$ cat src/rtl/nfc_ecc_fix.sv
// ECC correction applier: pops decoded error locations and flips the addressed
// bits in the page buffer with a read-modify-write, then reports count/status.
module nfc_ecc_fix #(
  parameter int ECC_AWID   = 12,
  parameter int BUF_AWID   = 12,
  parameter int BUF_DWID   = 8,
  parameter int SECT_BYTES = 512,
  parameter int MAX_ERR    = 8
) (
  input  logic                clk,
  input  logic                rst,
  input  logic                nfc_ecc_en,
  input  logic                ecc_dec_rdy,
  input  logic [3:0]          ecc_err_num,
  input  logic                ecc_fail,
  input  logic [BUF_AWID-1:0] sect_base,
  output logic                mem_if_rd,
  input  logic [ECC_AWID-1:0] mem_dec_addr,
  output logic                buf_rd,
  output logic                buf_wr,
  output logic [BUF_AWID-1:0] buf_addr,
  output logic [BUF_DWID-1:0] buf_wdat,
  input  logic [BUF_DWID-1:0] buf_rdat,
  output logic                cor_busy,
  output logic                cor_done,
  output logic                cor_fail,
  output logic [3:0]          cor_cnt,
  output logic [3:0]          cor_skip
);

  localparam int OFF_W = ECC_AWID - 3;

  localparam logic [2:0] IDLE = 3'd0;
  localparam logic [2:0] POP  = 3'd1;
  localparam logic [2:0] RD   = 3'd2;
  localparam logic [2:0] WAIT = 3'd3;
  localparam logic [2:0] WR   = 3'd4;
  localparam logic [2:0] DONE = 3'd5;

  logic [2:0]          state_reg, state_next;
  logic [3:0]          rem_reg, rem_next;
  logic [BUF_AWID-1:0] base_reg, base_next;
  logic [BUF_AWID-1:0] addr_reg, addr_next;
  logic [2:0]          bit_reg, bit_next;
  logic [BUF_DWID-1:0] data_reg, data_next;
  logic [3:0]          cnt_reg, cnt_next;
  logic [3:0]          skip_reg, skip_next;
  logic                fail_reg, fail_next;

  logic [OFF_W-1:0]    head_off;
  logic                head_oor;
  logic [BUF_AWID-1:0] head_off_ext;
  logic [BUF_DWID-1:0] flip_mask;

  assign head_off = mem_dec_addr[ECC_AWID-1:3];
  assign head_oor = 32'(head_off) >= 32'(SECT_BYTES);

  // Offset is fitted to the buffer address width so the add wraps modulo 2^BUF_AWID.
  generate
    for (genvar gi = 0; gi < BUF_AWID; gi++) begin : g_off_ext
      if (gi < OFF_W) begin : g_bit
        assign head_off_ext[gi] = head_off[gi];
      end else begin : g_zero
        assign head_off_ext[gi] = 1'b0;
      end
    end
  endgenerate

  generate
    for (genvar gi = 0; gi < BUF_DWID; gi++) begin : g_mask
      assign flip_mask[gi] = ({29'd0, bit_reg} == gi);
    end
  endgenerate

  always_comb begin
    state_next = state_reg;
    rem_next   = rem_reg;
    base_next  = base_reg;
    addr_next  = addr_reg;
    bit_next   = bit_reg;
    data_next  = data_reg;
    cnt_next   = cnt_reg;
    skip_next  = skip_reg;
    fail_next  = fail_reg;
    case (state_reg)
      IDLE: begin
        if (ecc_dec_rdy) begin
          rem_next  = ecc_err_num;
          base_next = sect_base;
          cnt_next  = 4'd0;
          skip_next = 4'd0;
          fail_next = 1'b0;
          if (!nfc_ecc_en || ecc_err_num == 4'd0) begin
            state_next = DONE;
          end else if (ecc_fail || ({28'd0, ecc_err_num} > 32'(MAX_ERR))) begin
            fail_next  = 1'b1;
            state_next = DONE;
          end else begin
            state_next = POP;
          end
        end
      end
      POP: begin
        rem_next = rem_reg - 4'd1;
        if (head_oor) begin
          if (skip_reg != 4'hF) begin
            skip_next = skip_reg + 4'd1;
          end
          state_next = (rem_reg > 4'd1) ? POP : DONE;
        end else begin
          addr_next  = base_reg + head_off_ext;
          bit_next   = mem_dec_addr[2:0];
          state_next = RD;
        end
      end
      RD: begin
        state_next = WAIT;
      end
      WAIT: begin
        data_next  = buf_rdat;
        state_next = WR;
      end
      WR: begin
        cnt_next   = cnt_reg + 4'd1;
        state_next = (rem_reg != 4'd0) ? POP : DONE;
      end
      DONE: begin
        state_next = IDLE;
      end
      default: begin
        state_next = IDLE;
      end
    endcase
  end

  always_ff @(posedge clk) begin
    if (rst) begin
      state_reg <= IDLE;
      rem_reg   <= 4'd0;
      base_reg  <= '0;
      addr_reg  <= '0;
      bit_reg   <= 3'd0;
      data_reg  <= '0;
      cnt_reg   <= 4'd0;
      skip_reg  <= 4'd0;
      fail_reg  <= 1'b0;
    end else begin
      state_reg <= state_next;
      rem_reg   <= rem_next;
      base_reg  <= base_next;
      addr_reg  <= addr_next;
      bit_reg   <= bit_next;
      data_reg  <= data_next;
      cnt_reg   <= cnt_next;
      skip_reg  <= skip_next;
      fail_reg  <= fail_next;
    end
  end

  assign mem_if_rd = (state_reg == POP);
  assign buf_rd    = (state_reg == RD);
  assign buf_wr    = (state_reg == WR);
  assign buf_addr  = addr_reg;
  assign buf_wdat  = (state_reg == WR) ? (data_reg ^ flip_mask) : '0;
  assign cor_busy  = (state_reg != IDLE);
  assign cor_done  = (state_reg == DONE);
  assign cor_fail  = fail_reg;
  assign cor_cnt   = cnt_reg;
  assign cor_skip  = skip_reg;

endmodule

$ cat config.mk
export PLATFORM = sky130hd
export DESIGN_NAME = nfc_ecc_fix
export DESIGN_NICKNAME = d
export VERILOG_FILES = /design/src/rtl/nfc_ecc_fix.sv
export SDC_FILE = /design/constraint.sdc
export NUM_CORES = 1
export LEC_CHECK = 0
export CAP_MARGIN = 20
export CORE_MARGIN = 5
export CORE_UTILIZATION = 43
export CTS_BUF_LIST = sky130_fd_sc_hd__clkbuf_8 sky130_fd_sc_hd__clkbuf_16
export DETAILED_ROUTE_END_ITERATION = 8
export MAX_ROUTING_LAYER = met4
export PLACE_DENSITY = 0.83
export SYNTH_ARGS = -nofsm -noshare
export SYNTH_HDL_FRONTEND = slang
export SYNTH_SLANG_ARGS = --single-unit
$ cat constraint.sdc
create_clock -name clk -period 1.77 [get_ports clk]
set_clock_uncertainty 0.05 [all_clocks]
set_input_delay 0.177 -clock clk [delete_from_list [all_inputs] [get_ports clk]]
set_output_delay 0.177 -clock clk [all_outputs]
set_load 0.01 [all_outputs]
==> key figures, run 1 <==
Place
  – # port buffers: 70
  – Place WS: -0.4022 ns
  – DPL Wire Length: 5138 um
  – Final GP Congestion: 0.9723
  – Placed inst area: 0.003463 mm^2

Timing
  – Min setup slack post-route: -0.0008480 ns
  – Maximum operating frequency: 564.7 MHz
  – RSZ-0062 raised after global routing: yes
  – Max Slew Vio Count: 0
  – Final Hold Vio Count: 0
  – Period Utilization, post-route: 100.0%
  – Fin Hold WS: 0.2301 ns
  – Final setup vio count: 1
  – Tmin final: 1.771 ns

CTS
  – CTS buffer count: 5
  – Clk slew on worst S/H paths: 0.09 ns
  – CTS Buffer Depth: 2
  – H-tree depth: 2
  – Clk root buf: clkbuf_8
  – Clock Latency Late Sink: 0.28 ns
  – CTS tree: built
  – CTS sink count: 47

Logic synthesis
  – Synthesized instance count: 326
  – Top cell type's share of synthesized area: 36.63%
  – Synth Register Bits: 47
  – Synth warnings: 0
  – Post-synth EDFFs: 0
  – Top FF cell, synth: dfxtp_1
  – Asr flop ratio synth: 0%
  – Most frequent cell after synthesis: nand2_1
  – Area leader, netlist: dfxtp_1
  – Commonest cells in the netlist: nand2_1 (74), dfxtp_1 (47), a21oi_1 (45)
  – Post-synthesis instance area: 0.002569 mm^2
  – Register area share after synthesis: 36.63%
  – Top post-synthesis cells by area: dfxtp_1 (37%), nand2_1 (11%), a21oi_1 (8.8%)
  – Syn Area/Cell: 7.879 um^2
  – Synth unique cells: 52

Floorplan
  – Die Width: 87.29 um
  – Num rows: 28
  – Initial Utilization: 43.91%
  – IO Count: 75
  – DIE AREA: 0.007620 mm^2
  – Core area: 0.005851 mm^2
  – Die Span Y: 87.29 um

Global route
  – Total congestion overflow: 0
  – Initial antenna violation count: 0
  – First-pass GRT wire length: 10,900 um
  – GRT Total Usage: 18.07%
  – Largest net degree at the start of global routing: 22
  – Vias in the first global route: 2,452

Final layout
  – Layout Utilization: 62.98%
  – Layout Area Growth over Synthesis: 43.45%
  – Nets: 471
  – Final Cell Area: 0.003685 mm^2
  – Layout cells sized above 1: 17.99%
  – Fill cells: 469
  – N_diodes: 0

Drt
  – Drt pass-1 iters: 4
  – DR vias/cell: 5.201
  – Vias: 2,559
  – Wire per inst: 13.83 um
  – Post-route ant nets: 0
  – Initial DRC Count: 107
  – Total Wirelength: 6805 um
  – DRC: 0

Critical path
  – Crit. End Element: flop
  – Critical Path RT: 1.90 ns
  – CP Max Fanout: 9
  – Crit Path Category: reg -> reg
  – Buffers plus inverters on the worst setup path: 0
  – CP top delay family: compound AO/OA/AOI/OAI gates
  – Worst path slowest cell: ha_2
  – Worst path arrival time: 1.90 ns
  – CP Launch Type: flop
  – CP cell instances: ha_2 -> nand2_1 -> o21ai_0 -> nor2_1 -> and4_1 -> a311o_1
  – Slowest stage delay, CP: 0.41 ns

Power
  – Peak supply drop: 465.8 uV
  – Pwr/cell area: 814.9 mW/mm^2
  – Static leakage: 0.001439 uW
  – Overall power: 3003 uW

Worst hold path
  – Hold Path Class: in -> reg

Run status
  – Status: finished, violations left
  – Violated checks: setup timing

Flow run
  – Max-cap violations: 0
placed cells by master (no fill, tap or decap), drive strengths merged, types with 3 or more instances in the layout:
| master | n |
|---|---|
| dlygate4sd2 | 11 |
| xnor2 | 7 |
| clkinv | 3 |
| inv | 4 |
| nor2 | 19 |
| dfxtp | 47 |
| nor4 | 3 |
| nand3b | 3 |
| nand2 | 76 |
| clkdlybuf4s50 | 55 |
| o21ai | 11 |
| buf | 35 |
| a211oi | 5 |
| nand3 | 9 |
| conb | 4 |
| nor3b | 3 |
| a31oi | 6 |
| clkbuf | 6 |
| xor2 | 7 |
| nor3 | 7 |
| or3 | 4 |
| a21oi | 47 |
| ha | 12 |
path summary, 6_finish.rpt:
kind               start          end  slack (ns)  cells after the start
max reg2reg  base_reg[7]  buf_addr[8]     -0.0008                      6
min                  rst  buf_addr[5]        0.23                      2
min reg2reg     cor_fail     cor_fail        0.41                      2
max          base_reg[7]  buf_addr[8]     -0.0008                      6
logic make-up (layout without fill, tap and decap cells):
logic type | count (synthesis) | count (layout) | synth area share, %
compound gates | 84 | 84 | 19.63
xor+xnor | 14 | 14 | 4.774
fa+ha+maj | 13 | 13 | 6.624
buf+inv | 30 | 117 | 6.819
flops | 47 | 47 | 36.63
mux | 1 | 1 | 0.3897
other cells | 1 | 4 | 0.1460
simple gates | 136 | 137 | 24.99
report_power, final:
part	internal, uW	switching, uW	total, uW
logic	553	539	1090
registers	1170	95.8	1270
clock network	307	338	645
layout make-up:
cell class,instances,area [um^2],share of cell area [%]
Inverter,6,23.77,0.6452
Clock inverter,1,5.005,0.1358
Timing Repair Buffer,104,954.7,25.91
Multi-Input combinational cell,253,1570,42.61
Sequential cell,47,954.7,25.91
Tap cell,75,93.84,2.547
Clock buffer,6,82.58,2.241
repair_timing:
item | CTS | global route
gates resized for setup | 31 | 12
buffers inserted | 3 | 0
endpoints found under the hold margin | 0 | 0
hold buffers | 0 | 0
gates cloned | 1 | 0
endpoints found under the setup margin | 16 | 10
pin swaps | 3 | 1
metrics by stage:
step           cells  setup TNS (ns)
6_report         492      -0.0008480
4_1_cts          492               0
3_5_place_dp     481          -2.297
3_3_place_gp     481          -1.957
2_1_floorplan    329               0
5_1_grt          492        -0.02537
per-layer routing:
| metal | track usage (%) | routed length, um | vias to the layer above |
|---|---|---|---|
| li1 | - | - | 1302 |
| met1 | 22.18 | 2980 | 1169 |
| met2 | 30.34 | 3314 | 80 |
| met3 | 3.311 | 450 | 8 |
| met4 | 4.881 | 59 | 0 |
| met5 | - | 0 | - |
No activity file was read; power rests on OpenSTA's default activity.
==> run 2: changes to the inputs <==
--- a/config.mk
+++ b/config.mk
@@ -5,9 +5,12 @@
 export SDC_FILE = /design/constraint.sdc
 export NUM_CORES = 1
 export LEC_CHECK = 0
+export ABC_CLOCK_PERIOD_IN_PS = 1770
 export CAP_MARGIN = 20
+export CELL_PAD_IN_SITES_DETAIL_PLACEMENT = 1
+export CELL_PAD_IN_SITES_GLOBAL_PLACEMENT = 1
 export CORE_MARGIN = 5
-export CORE_UTILIZATION = 43
+export CORE_UTILIZATION = 31
 export CTS_BUF_LIST = sky130_fd_sc_hd__clkbuf_8 sky130_fd_sc_hd__clkbuf_16
 export DETAILED_ROUTE_END_ITERATION = 8
 export MAX_ROUTING_LAYER = met4
==> key figures, run 2 (synthesized netlist as in run 1, its figures left out) <==
Run status
  – Status: finished, violations left
  – Violated checks: setup timing

Global route
  – First-pass GRT wire length: 13,020 um
  – Largest net degree at the start of global routing: 22
  – GRT Total Usage: 16.07%
  – Total congestion overflow: 0
  – Initial antenna violation count: 0
  – Vias in the first global route: 2,808

Floorplan
  – Core area: 0.008134 mm^2
  – Initial Utilization: 31.58%
  – Die Width: 101.0 um
  – Num rows: 33
  – DIE AREA: 0.01021 mm^2
  – Die Span Y: 101.0 um
  – IO Count: 75

CTS
  – Clk slew on worst S/H paths: 0.09 ns
  – CTS Buffer Depth: 2
  – CTS sink count: 47
  – H-tree depth: 2
  – CTS tree: built
  – Clock Latency Late Sink: 0.29 ns
  – Clk root buf: clkbuf_8
  – CTS buffer count: 5

Critical path
  – Crit Path Category: in -> reg
  – Worst path arrival time: 1.93 ns
  – CP top delay family: compound AO/OA/AOI/OAI gates
  – Critical Path RT: 1.91 ns
  – CP Launch Type: input port
  – Worst path slowest cell: clkdlybuf4s50_1
  – CP Max Fanout: 4
  – Crit. End Element: flop
  – CP cell instances: clkdlybuf4s50_1 -> ha_4 -> a21oi_1 -> o21ai_2 -> a31oi_1 -> nor4_1 -> a311o_1
  – Buffers plus inverters on the worst setup path: 1
  – Slowest stage delay, CP: 0.53 ns

Final layout
  – N_diodes: 0
  – Layout Utilization: 47.04%
  – Nets: 473
  – Commonest non-fill, non-tap cell in the layout: nand2_1
  – Commonest cells after routing, fill and taps aside: nand2_1 (73), clkdlybuf4s50_1 (54), a21oi_1 (42)
  – Multi-input logic area: 0.001622 mm^2
  – Reg area: 958.4 um^2
  – Fill cells: 988
  – Layout Area Growth over Synthesis: 48.95%
  – Layout cells sized above 1: 21.19%

Power
  – Static leakage: 0.001462 uW
  – Pwr/cell area: 847.4 mW/mm^2
  – Peak supply drop: 456.8 uV

Place
  – # port buffers: 70
  – Place WS: -0.4052 ns
  – DPL Wire Length: 6099 um
  – Final GP Congestion: 0.8607

Timing
  – Period Utilization, post-route: 101.1%
  – Tmin final: 1.789 ns
  – Maximum operating frequency: 559.0 MHz
  – Final Hold Vio Count: 0
  – Max Slew Vio Count: 0
  – Actual slew at the worst max-slew pin: 0.5702 ns
  – Min setup slack post-route: -0.01895 ns
  – RSZ-0062 raised after global routing: yes
  – Max_slew headroom: 61.85%
  – Final setup vio count: 1

Drt
  – Initial DRC Count: 48
  – Drt pass-1 iters: 4
  – DRC: 0
  – DR vias/cell: 5.023
  – Post-route ant nets: 0
  – Wire per inst: 15.54 um
  – Total Wirelength: 8156 um
  – Vias: 2,637

Worst hold path
  – Hold Path Class: in -> reg

Flow run
  – Max-cap violations: 0
## run 2: cell count changes in the layout (fill, tap and decap cells not counted), sizes merged
cell and delta:
dlygate4sd2 -1, clkbuf +1, bufinv +1, nand2 -1
clkdlybuf4s50 -1, buf +3, clkdlybuf4s15 +1
## run 2: per-stage QoR
step,setup TNS (ns),hold WS (ns),power [uW],cells,area (um^2)
CTS,0,0.1275,3236,524,3754
floorplan,0,0.2630,1883,329,2580
finish,-0.01895,0.1391,3242,525,3826
global placement,-2.071,0.3897,2312,514,3523
global route,-0.1303,0.1315,3422,525,3826
detailed placement,-2.571,0.3993,2363,514,3523
## run 2: repair_timing
| item | 4_1_cts | 5_1_grt |
|---|---|---|
| gates resized for setup | 37 | 21 |
| setup endpoints to repair | 17 | 12 |
| gates cloned | 0 | 0 |
| hold buffers | 0 | 0 |
| buffers inserted | 2 | 1 |
| pin swaps | 5 | 8 |
## run 2: cell type report
class                           count  share of cell area, %
Timing Repair Buffer              107                  25.44
Sequential cell                    47                  25.05
Clock inverter                      2                 0.9156
Clock buffer                        6                  2.158
Tap cell                          105                  3.434
Inverter                            6                 0.6213
Multi-Input combinational cell    252                  42.38
## run 2: path summary, 6_finish.rpt
kind / start / to / slack [ns] / cells after the start
worst max-delay path: mem_dec_addr[7] / buf_addr[7] / -0.02 / 7
worst min-delay path: rst / base_reg[11] / 0.14 / 2
worst max register to register: base_reg[4] / buf_addr[7] / 0.01 / 6
worst min register to register: buf_addr[3] / buf_addr[3] / 0.41 / 2
## run 2: where the power goes
part	total [uW]	internal, uW	leakage (uW)	switching [uW]
sequential	1270	1170	0.000387	101
clock	824	458	0.0000612	366
combinational	1150	567	0.00101	580
## run 2: layer usage
layer,wire length [um],GRT usage (%)
met3,246,1.730
met4,87,4.397
met5,0,-
met2,4252,28.56
met1,3570,19.21
